## src/rtl/mem_stage.sv

```systemverilog
// mem_stage: memory-access stage of the pipelined processor.
//
// Sits behind the EX/MEM pipeline register. Issues loads and stores to the
// data memory over a req/ack handshake. Stalls the front of the pipeline
// while the memory is busy. Resolves branches and drives the MEM/WB
// pipeline register.
//
// Ports
//   clk, rst                     clock, asynchronous active-high reset
//   ex_mem_*                     registered EX/MEM control and data
//   dmem_req/we/addr/wdata       request side of the data-memory handshake
//   dmem_ack/rdata               completion and load data from the memory
//   mem_stall                    hold PC, IF/ID, ID/EX and EX/MEM
//   mem_fault                    sticky access-timeout flag
//   pc_src, branch_target        branch resolution
//   mem_wb_*                     MEM/WB pipeline register outputs
module mem_stage #(
    parameter int TIMEOUT_CYCLES = 255
) (
    input  logic        clk,
    input  logic        rst,
    input  logic        ex_mem_MemtoReg,
    input  logic        ex_mem_MemRead,
    input  logic        ex_mem_MemWrite,
    input  logic        ex_mem_Branch,
    input  logic        ex_mem_RegWrite,
    input  logic [31:0] ex_mem_pc,
    input  logic        ex_mem_zero,
    input  logic [31:0] ex_mem_alu_result,
    input  logic [31:0] ex_mem_writedata,
    input  logic [4:0]  ex_mem_rd,
    output logic        dmem_req,
    output logic        dmem_we,
    output logic [31:0] dmem_addr,
    output logic [31:0] dmem_wdata,
    input  logic        dmem_ack,
    input  logic [31:0] dmem_rdata,
    output logic        mem_stall,
    output logic        mem_fault,
    output logic        pc_src,
    output logic [31:0] branch_target,
    output logic        mem_wb_RegWrite,
    output logic        mem_wb_MemtoReg,
    output logic [31:0] mem_wb_read_data,
    output logic [31:0] mem_wb_alu_result,
    output logic [4:0]  mem_wb_rd
);

    localparam int CNT_W = (TIMEOUT_CYCLES < 2) ? 1 : $clog2(TIMEOUT_CYCLES + 1);
    localparam logic [CNT_W-1:0] CNT_MAX = CNT_W'(TIMEOUT_CYCLES);

    typedef enum logic {
        S_IDLE = 1'b0,
        S_WAIT = 1'b1
    } state_t;

    state_t            state, state_nxt;
    logic [CNT_W-1:0]  wait_cnt, wait_cnt_nxt;

    logic access;
    logic is_read;
    logic req_raw;
    logic abort;
    logic stall_raw;

    // A combined read+write is treated as a write; its load data is dropped.
    assign access  = ex_mem_MemRead | ex_mem_MemWrite;
    assign is_read = ex_mem_MemRead & ~ex_mem_MemWrite;

    always_comb begin
        state_nxt    = state;
        wait_cnt_nxt = wait_cnt;
        req_raw      = 1'b0;
        abort        = 1'b0;
        case (state)
            S_IDLE: begin
                req_raw = access;
                if (access && !dmem_ack) begin
                    state_nxt    = S_WAIT;
                    wait_cnt_nxt = CNT_W'(1);
                end
            end
            S_WAIT: begin
                // EX/MEM is frozen by mem_stall, so the request is still present.
                req_raw = 1'b1;
                if (dmem_ack) begin
                    state_nxt    = S_IDLE;
                    wait_cnt_nxt = '0;
                end else if (wait_cnt == CNT_MAX) begin
                    abort        = 1'b1;
                    state_nxt    = S_IDLE;
                    wait_cnt_nxt = '0;
                end else begin
                    wait_cnt_nxt = wait_cnt + CNT_W'(1);
                end
            end
            default: begin
                state_nxt    = S_IDLE;
                wait_cnt_nxt = '0;
            end
        endcase
    end

    // Covers the IDLE request cycle and every WAIT cycle except the one
    // that completes or aborts.
    assign stall_raw = access & ~dmem_ack & ~abort;

    always_ff @(posedge clk or posedge rst) begin
        if (rst) begin
            state    <= S_IDLE;
            wait_cnt <= '0;
        end else begin
            state    <= state_nxt;
            wait_cnt <= wait_cnt_nxt;
        end
    end

    always_ff @(posedge clk or posedge rst) begin
        if (rst) begin
            mem_fault <= 1'b0;
        end else if (abort) begin
            mem_fault <= 1'b1;
        end
    end

    // MEM/WB register: bubble while stalled, kill the write on abort.
    always_ff @(posedge clk or posedge rst) begin
        if (rst) begin
            mem_wb_RegWrite   <= 1'b0;
            mem_wb_MemtoReg   <= 1'b0;
            mem_wb_read_data  <= '0;
            mem_wb_alu_result <= '0;
            mem_wb_rd         <= '0;
        end else if (abort) begin
            mem_wb_RegWrite   <= 1'b0;
            mem_wb_MemtoReg   <= ex_mem_MemtoReg;
            mem_wb_read_data  <= '0;
            mem_wb_alu_result <= ex_mem_alu_result;
            mem_wb_rd         <= ex_mem_rd;
        end else if (stall_raw) begin
            mem_wb_RegWrite   <= 1'b0;
            mem_wb_MemtoReg   <= 1'b0;
        end else begin
            mem_wb_RegWrite   <= ex_mem_RegWrite & (ex_mem_rd != 5'd0);
            mem_wb_MemtoReg   <= ex_mem_MemtoReg;
            mem_wb_read_data  <= is_read ? dmem_rdata : 32'd0;
            mem_wb_alu_result <= ex_mem_alu_result;
            mem_wb_rd         <= ex_mem_rd;
        end
    end

    // Reset gates every combinational output so a mid-WAIT reset drops the
    // request immediately rather than at the next edge.
    assign dmem_req      = req_raw & ~rst;
    assign dmem_we       = ex_mem_MemWrite & ~rst;
    assign dmem_addr     = rst ? 32'd0 : ex_mem_alu_result;
    assign dmem_wdata    = rst ? 32'd0 : ex_mem_writedata;
    assign mem_stall     = stall_raw & ~rst;
    assign pc_src        = ex_mem_Branch & ex_mem_zero & ~rst;
    assign branch_target = rst ? 32'd0 : ex_mem_pc;

endmodule
```

## config.mk

```make
export PLATFORM = sky130hd
export DESIGN_NAME = mem_stage
export DESIGN_NICKNAME = d
export VERILOG_FILES = /design/src/rtl/mem_stage.sv
export SDC_FILE = /design/constraint.sdc
export NUM_CORES = 1
export LEC_CHECK = 0
export CAP_MARGIN = 20
export CORE_AREA = 5 5 120 122
export DETAILED_ROUTE_END_ITERATION = 7
export DIE_AREA = 0 0 125 127
export DONT_BUFFER_PORTS = 1
export GPL_TIMING_DRIVEN = 1
export HOLD_SLACK_MARGIN = 0.12
export SLEW_MARGIN = 15
export SYNTH_ARGS = -nofsm -noshare
export SYNTH_HDL_FRONTEND = slang
export SYNTH_SLANG_ARGS = --single-unit
```

## constraint.sdc

```tcl
create_clock -name clk -period 3.9 [get_ports clk]
set_input_delay 0.585 -clock clk [delete_from_list [all_inputs] [get_ports clk]]
set_output_delay 0.585 -clock clk [all_outputs]
set_load 0.005 [all_outputs]
```

==> results of run 1 <==
per-layer routing:
layer / track usage / part of all wire / vias to the layer above / routed length (um)
li1: - / - / 1118 / -
met4: 0.0568 / 0.025 / 0 / 315
met5: 0 / 0 / - / 0
met2: 0.269 / 0.53 / 171 / 6740
met3: 0.0718 / 0.11 / 14 / 1360
met1: 0.149 / 0.33 / 1190 / 4230
power groups by stage:
| stage | combinational [W] | clock (W) | sequential [W] |
|---|---|---|---|
| final | 0.000198 | 0.000884 | 0.000965 |
| after global routing | 0.000220 | 0.000946 | 0.000973 |
| after CTS | 0.000199 | 0.000915 | 0.000967 |
| after detailed placement | 0.000200 | 0 | 0.000981 |
| after global placement | 0.000194 | 0 | 0.000980 |
| after floorplan | 0.000179 | 0 | 0.000958 |
layout make-up:
cell class                      instances  area (um2)
Fill cell                            1308        8770
Tap cell                              176         220
Clock inverter                          3        65.1
Clock buffer                           12         246
Sequential cell                        81        2030
Antenna cell                            2        5.00
Timing Repair Buffer                    4        57.6
Multi-Input combinational cell        225        1690
Inverter                                1        5.00
kinds of logic (layout without fill, tap and decap cells):
family,after synthesis,count (layout),share of synthesized area
flops,81,81,0.529
xor+xnor,1,1,0.00229
mux,37,37,0.118
fa+ha+maj,1,1,0.00327
other cells,0,2,0
simple gates,137,137,0.217
buf+inv,23,20,0.0304
compound gates,49,49,0.100
worst paths after layout:
kind	from	to	slack, ns	cells past startpoint
min in group clk	ex_mem_MemtoReg	mem_wb_MemtoReg$_DFF_PP0_	0.38	1
worst max register to register	wait_cnt[0]$_DFFE_PP0P_	mem_wb_alu_result[30]$_DFFE_PP0P_	1.49	5
worst min-delay path	rst	mem_wb_alu_result[3]$_DFFE_PP0P_	0.24	2
max in group asynchronous	rst	mem_wb_alu_result[16]$_DFFE_PP0P_	3.07	3
worst min register to register	mem_wb_read_data[16]$_DFFE_PP0P_	mem_wb_read_data[16]$_DFFE_PP0P_	0.53	1
worst max-delay path	wait_cnt[0]$_DFFE_PP0P_	mem_stall	1.23	5
state kept, by name (all words and copies together), names as in the netlist:
| register | flops |
|---|---|
| mem_wb_alu_result | 32 |
| mem_wb_read_data | 32 |
| wait_cnt | 8 |
| mem_wb_rd | 5 |
| mem_fault | 1 |
| mem_wb_MemtoReg | 1 |
| mem_wb_RegWrite | 1 |
| state | 1 |
cells in the final DEF (no fill, tap or decap), types with 3 or more instances in the layout:
cell       synthesis  layout
nor2b_1           97      97
dfrtp_1           81      81
a22o_1            32      32
mux2_2            28      28
nor2_1             9       9
mux2_4             9       9
clkbuf_16          0       9
o21ai_0            7       7
nand2_1            6       6
and3_1             5       5
nand3_1            5       5
a21oi_1            3       3
nand4_1            3       3
stage by stage:
step           worst slack (ns)   util  cell area (um2)
2_1_floorplan             0.254      -             3830
4_1_cts                    1.19  0.327             4280
3_3_place_gp               1.54  0.302             3950
5_1_grt                    1.07  0.330             4310
3_5_place_dp               1.44  0.303             3970
6_report                   1.23  0.330             4310
worst register-to-register path, delay by kind of cell (launching register included):
family,cells,cell delay [ns]
flip-flops,1,0.41
AND/OR/NAND/NOR,3,1.21
adder cells (fa/ha/maj),1,0.26
multiplexers,1,0.42
==> out/metrics.cfg, run 1 <==
[outcome]
outcome=finished clean

[synth]
ys_ff_latch=81
syn_nets=472
async_reset_ff_frac=1.00
yosys-top-cells-area=dfrtp_1 (53%), nor2b_1 (16%), mux2_2 (8.2%)
synth-edff-count=0
synth_area_mm2=0.00383
yosysSeqAreaShare=0.529
yosys_warnings=0
yosysMostFrequentCell=nor2b_1
ys.flop_type=dfrtp_1
syn_inst=329
synth_area_leader_cell=dfrtp_1
synth.avg_cell_area_um2=11.6
synth_commonest_cells=nor2b_1 (97), dfrtp_1 (81), a22o_1 (32)
synth.distinct_cells=37
synth_top_area_share=0.529

[sta]
rsz0062_at_grt=false
skew_ns=0.0108
whs_ns=0.242
fin_setup_tns_ns=0
setup_violations=0
min_period_ns=2.67
fmax_ghz=0.375
slew_violations=0
hold_violations=0
worstMarginPinSlew_ns=0.926
period_share=0.684
relSlewSlack=0.381

[drt]
drt_iter0_drc=121
vias=2493
wire_per_inst_um=25.1
drtPass1Iterations=5
drc_errors=0
wirelength_mm=12.6
via_per_inst=4.95
ant_nets=0

[global_routing]
grt_max_degree=101
antenna_found_initial=2
grt_pass1_wl_mm=17.7
globalRouteOverflowTotal=0
track_usage=0.149
grt_pass1_vias=2746

[clock_tree]
cts-root-buf=clkbuf_16
ctsResizeCount=0
cts_tree=built
numCtsBuffers=9
clockBufferDepth=2
cts_hold_buf=0
worstSkewPairLatency_ns=0.33
post-cts-setup-buffers=0
cts.clk_slew.worst_paths_ns=0.06
clock-sinks=81
htreeDepth=3

[die]
pin_count=314
die-height_um=127
floorplan.initialDensity=0.293
core-area_mm2=0.0131
fp.dieArea_mm2=0.0159
dieWidth_um=125
num_rows=42

[setup_path]
crit_path_top_delay_cell=dfrtp_1
crit_family=simple AND/OR/NAND/NOR gates
crit_required_ns=3.31
crit_chain=ha_1 > and3_1 > nand3_1 > nand2_2 > nor2_1
critPathArrivalTime_ns=2.08
max_stage_delay_ns=0.41
critPathMaxFanout=27
worstSetupPathType=reg -> out
cp-start-kind=flop
worst_setup_path_end_kind=output port
critPathBufInv=0

[place]
portBuffers=0
place.gp.congestion=0.979
dp_cells=486
place_hpwl_mm=10.2

[power]
p_sw_w=0.000470
seq_power_share=0.472
leakage_nw=1.85
power_frac_comb=0.097
fin_total_pwr_w=0.00205
max-vdd-ir-drop_v=0.000176
switching_share=0.230
powerDensity_mw_per_mm2=475
internal-power_w=0.00158
clkPwrFrac=0.432

[layout]
area_growth_pct=12.6
fin_cells=504
finalNetCount=465
drive_gt1_frac=0.181

[run]
drv_cap=0

[hold_path]
hp-class=in -> async

(Power assumes the default switching activity.)
==> run 2: changes to the inputs <==
- ABC_AREA: not set -> 1
- clock period: 3.9 -> 2.8 ns (I/O delays scaled with it)
==> run 2 against run 1 <==
  * Synthesized cell count up 99%
  * Sequential power rose by 39%
  * Worst setup slack got worse by 0.38 ns
  * Global-route usage increased by 1.4 points
  * Via count grew 48%
  * Clock-buffer cell count shrank 1
  * Power increased by 46%
  * Critical path type unchanged
  * Largest power group is now clock
==> out/metrics.cfg, run 2 <==
[synth]
synth.distinct_cells=23  ; -38%
synth_top_area_share=0.467  ; -0.0628
yosys_warnings=0  ; unchanged
yosysSeqAreaShare=0.467  ; -0.0628
yosys-top-cells-area=dfrtp_1 (47%), nand2_1 (17%), inv_1 (15%)
ys_ff_latch=81  ; unchanged
synth_area_leader_cell=dfrtp_1
synth-edff-count=0  ; unchanged
async_reset_ff_frac=1.00  ; unchanged
synth_area_mm2=0.00434  ; +13%
synth.avg_cell_area_um2=6.62  ; -43%
syn_inst=656  ; +99%
ys.flop_type=dfrtp_1
syn_nets=799  ; +69%
synth_commonest_cells=nand2_1 (198), inv_1 (175), nor2_1 (108)
yosysMostFrequentCell=nand2_1

[sta]
hold_violations=0  ; unchanged
fin_setup_tns_ns=0  ; unchanged
fmax_ghz=0.514
skew_ns=0.00516  ; -0.00560 ns
period_share=0.694
min_period_ns=1.94
worstMarginPinSlew_ns=0.702  ; -0.225 ns
setup_violations=0  ; unchanged
relSlewSlack=0.531  ; +0.150
slew_violations=0  ; unchanged
rsz0062_at_grt=false

[layout]
layout_common_cells=nand2_1 (198), inv_1 (174), nor2_1 (108), dfrtp_1 (81), o21ai_1 (22)
fin_cells=828  ; +64%
finalNetCount=789  ; +70%
drive_gt1_frac=0.0492  ; -0.132
fill_cells=1416  ; +8.3%
largestRegisters=mem_wb_alu_result (32), mem_wb_read_data (32), wait_cnt (8)
final_common_cell=nand2_1
area_growth_pct=11.7

[place]
place_hpwl_mm=10.8  ; +5.2%
dp_cells=810  ; +67%
place.gp.congestion=0.827  ; -16%
portBuffers=0  ; unchanged

[clock_tree]
clockBufferDepth=2  ; unchanged
numCtsBuffers=9  ; unchanged
ctsResizeCount=0  ; unchanged
cts.clk_slew.worst_paths_ns=0.06  ; about the same
cts_tree=built
cts-root-buf=clkbuf_16
htreeDepth=3  ; unchanged
worstSkewPairLatency_ns=0.33  ; about the same
clock-sinks=81  ; unchanged

[die]
dieWidth_um=125  ; unchanged
die-height_um=127  ; unchanged
fp.dieArea_mm2=0.0159  ; unchanged
num_rows=42  ; unchanged
core-area_mm2=0.0131  ; unchanged
floorplan.initialDensity=0.332  ; +0.0394
pin_count=314  ; unchanged

[power]
fin_total_pwr_w=0.00299  ; +46%
internal-power_w=0.00225  ; +42%
p_sw_w=0.000741  ; +58%
max-vdd-ir-drop_v=0.000257  ; +46%
powerDensity_mw_per_mm2=616  ; +30%
power_frac_comb=0.098  ; about the same
switching_share=0.248  ; +0.0185
seq_power_share=0.447  ; -0.025
leakage_nw=3.05  ; +65%
clkPwrFrac=0.454  ; +0.022

[outcome]
outcome=finished clean

[setup_path]
crit_path_top_delay_cell=dfrtp_1
r2r_slack_ns=0.99  ; -0.50 ns
cp-start-kind=flop
critPathMaxFanout=9  ; -67%
reg2reg_depth=8  ; +3
worst_setup_path_end_kind=output port
worstSetupPathType=reg -> out
crit_required_ns=2.38  ; -0.93 ns
critPathArrivalTime_ns=1.52  ; -0.56 ns
crit_chain=ha_1 > nand2_1 > nor2_4 > nand3_4 > nand2_2 > nor2_1
max_stage_delay_ns=0.41  ; about the same

[global_routing]
globalRouteOverflowTotal=0  ; unchanged
grt_max_degree=102  ; +0.99%
grt_pass1_vias=3636  ; +32%
track_usage=0.163  ; +0.0136
antenna_found_initial=1  ; -1
grt_pass1_wl_mm=20.5  ; +15%

[drt]
vias=3684  ; +48%
wirelength_mm=13.8  ; +8.9%
wire_per_inst_um=16.6  ; -34%
drtPass1Iterations=5  ; unchanged
ant_nets=0  ; unchanged
via_per_inst=4.45  ; -10%
drc_errors=0  ; unchanged
drt_iter0_drc=212  ; +75%

[hold_path]
hold_depth=2
hp-class=in -> reg

[run]
drv_cap=0  ; unchanged

run 2: worst max-delay path, delay by kind of cell (launching register included):
family / cells / cell delay, ns
and+or+nand+nor: 5 / 0.57
DFF: 1 / 0.41
adders and majority gates: 1 / 0.22
run 2: final timing paths:
path                                                   from                           endpoint
setup / recovery                    wait_cnt[0]$_DFFE_PP0P_                          mem_stall
hold / removal                              ex_mem_MemtoReg          mem_wb_MemtoReg$_DFF_PP0_
setup reg to reg                    wait_cnt[0]$_DFFE_PP0P_  mem_wb_alu_result[15]$_DFFE_PP0P_
hold reg to reg            mem_wb_alu_result[3]$_DFFE_PP0P_   mem_wb_alu_result[3]$_DFFE_PP0P_
max in group asynchronous                               rst    mem_wb_read_data[8]$_DFFE_PP0P_
min in group asynchronous                               rst   mem_wb_alu_result[7]$_DFFE_PP0P_
run 2: logic make-up after synthesis:
kind of cell               count (synthesis)  synth area share
AOI/OAI and AO/OA                         43            0.0510
xor gates and xnor gates                   1           0.00202
adders and majority gates                  1           0.00288
buffers and inverters                    207             0.185
DFF                                       81             0.467
and+or+nand+nor                          323             0.292
run 2: power by group through the flow:
stage | Sequential, W | Clock, W | Combinational [W]
2_1_floorplan | 0.00133 | 0 | 0.000257
3_5_place_dp | 0.00136 | 0 | 0.000300
5_1_grt | 0.00134 | 0.00145 | 0.000350
6_report | 0.00134 | 0.00136 | 0.000294
3_3_place_gp | 0.00136 | 0 | 0.000293
4_1_cts | 0.00134 | 0.00140 | 0.000304
run 2: per-layer routing:
layer	wire [um]	vias to the layer above	GRT usage
met4	322	0	0.0651
met5	0	-	0
li1	-	1814	-
met3	1040	15	0.0476
met2	7330	177	0.295
met1	5080	1678	0.180
run 2: metrics by stage:
| step | hold slack (ns) | instance area [um2] | utilization | setup WS [ns] |
|---|---|---|---|---|
| floorplan | 0.465 | 4350 | - | 0.994 |
| global placement | 0.455 | 4490 | 0.343 | 1.05 |
| detailed placement | 0.449 | 4490 | 0.343 | 1.00 |
| CTS | 0.182 | 4850 | 0.371 | 0.829 |
| global route | 0.178 | 4850 | 0.371 | 0.761 |
| finish | 0.198 | 4850 | 0.371 | 0.856 |
run 2: area by class of cell:
type | instances | area (um2) | share of cell area
flip-flops and latches | 81 | 2030 | 0.418
multi-input cells | 368 | 1510 | 0.312
inverters | 179 | 676 | 0.139
clock buffers | 11 | 243 | 0.0500
well taps | 176 | 220 | 0.0454
clock inverters | 5 | 103 | 0.0212
repair buffers | 7 | 67.6 | 0.0139
diodes | 1 | 2.50 | 0.000516
run 2: repair_timing:
item / 4_1_cts / 5_1_grt
hold buffers: 1 / 0
setup buffers: 0 / 0
endpoints found under the hold margin: 31 / 0
endpoints found under the setup margin: 0 / 0
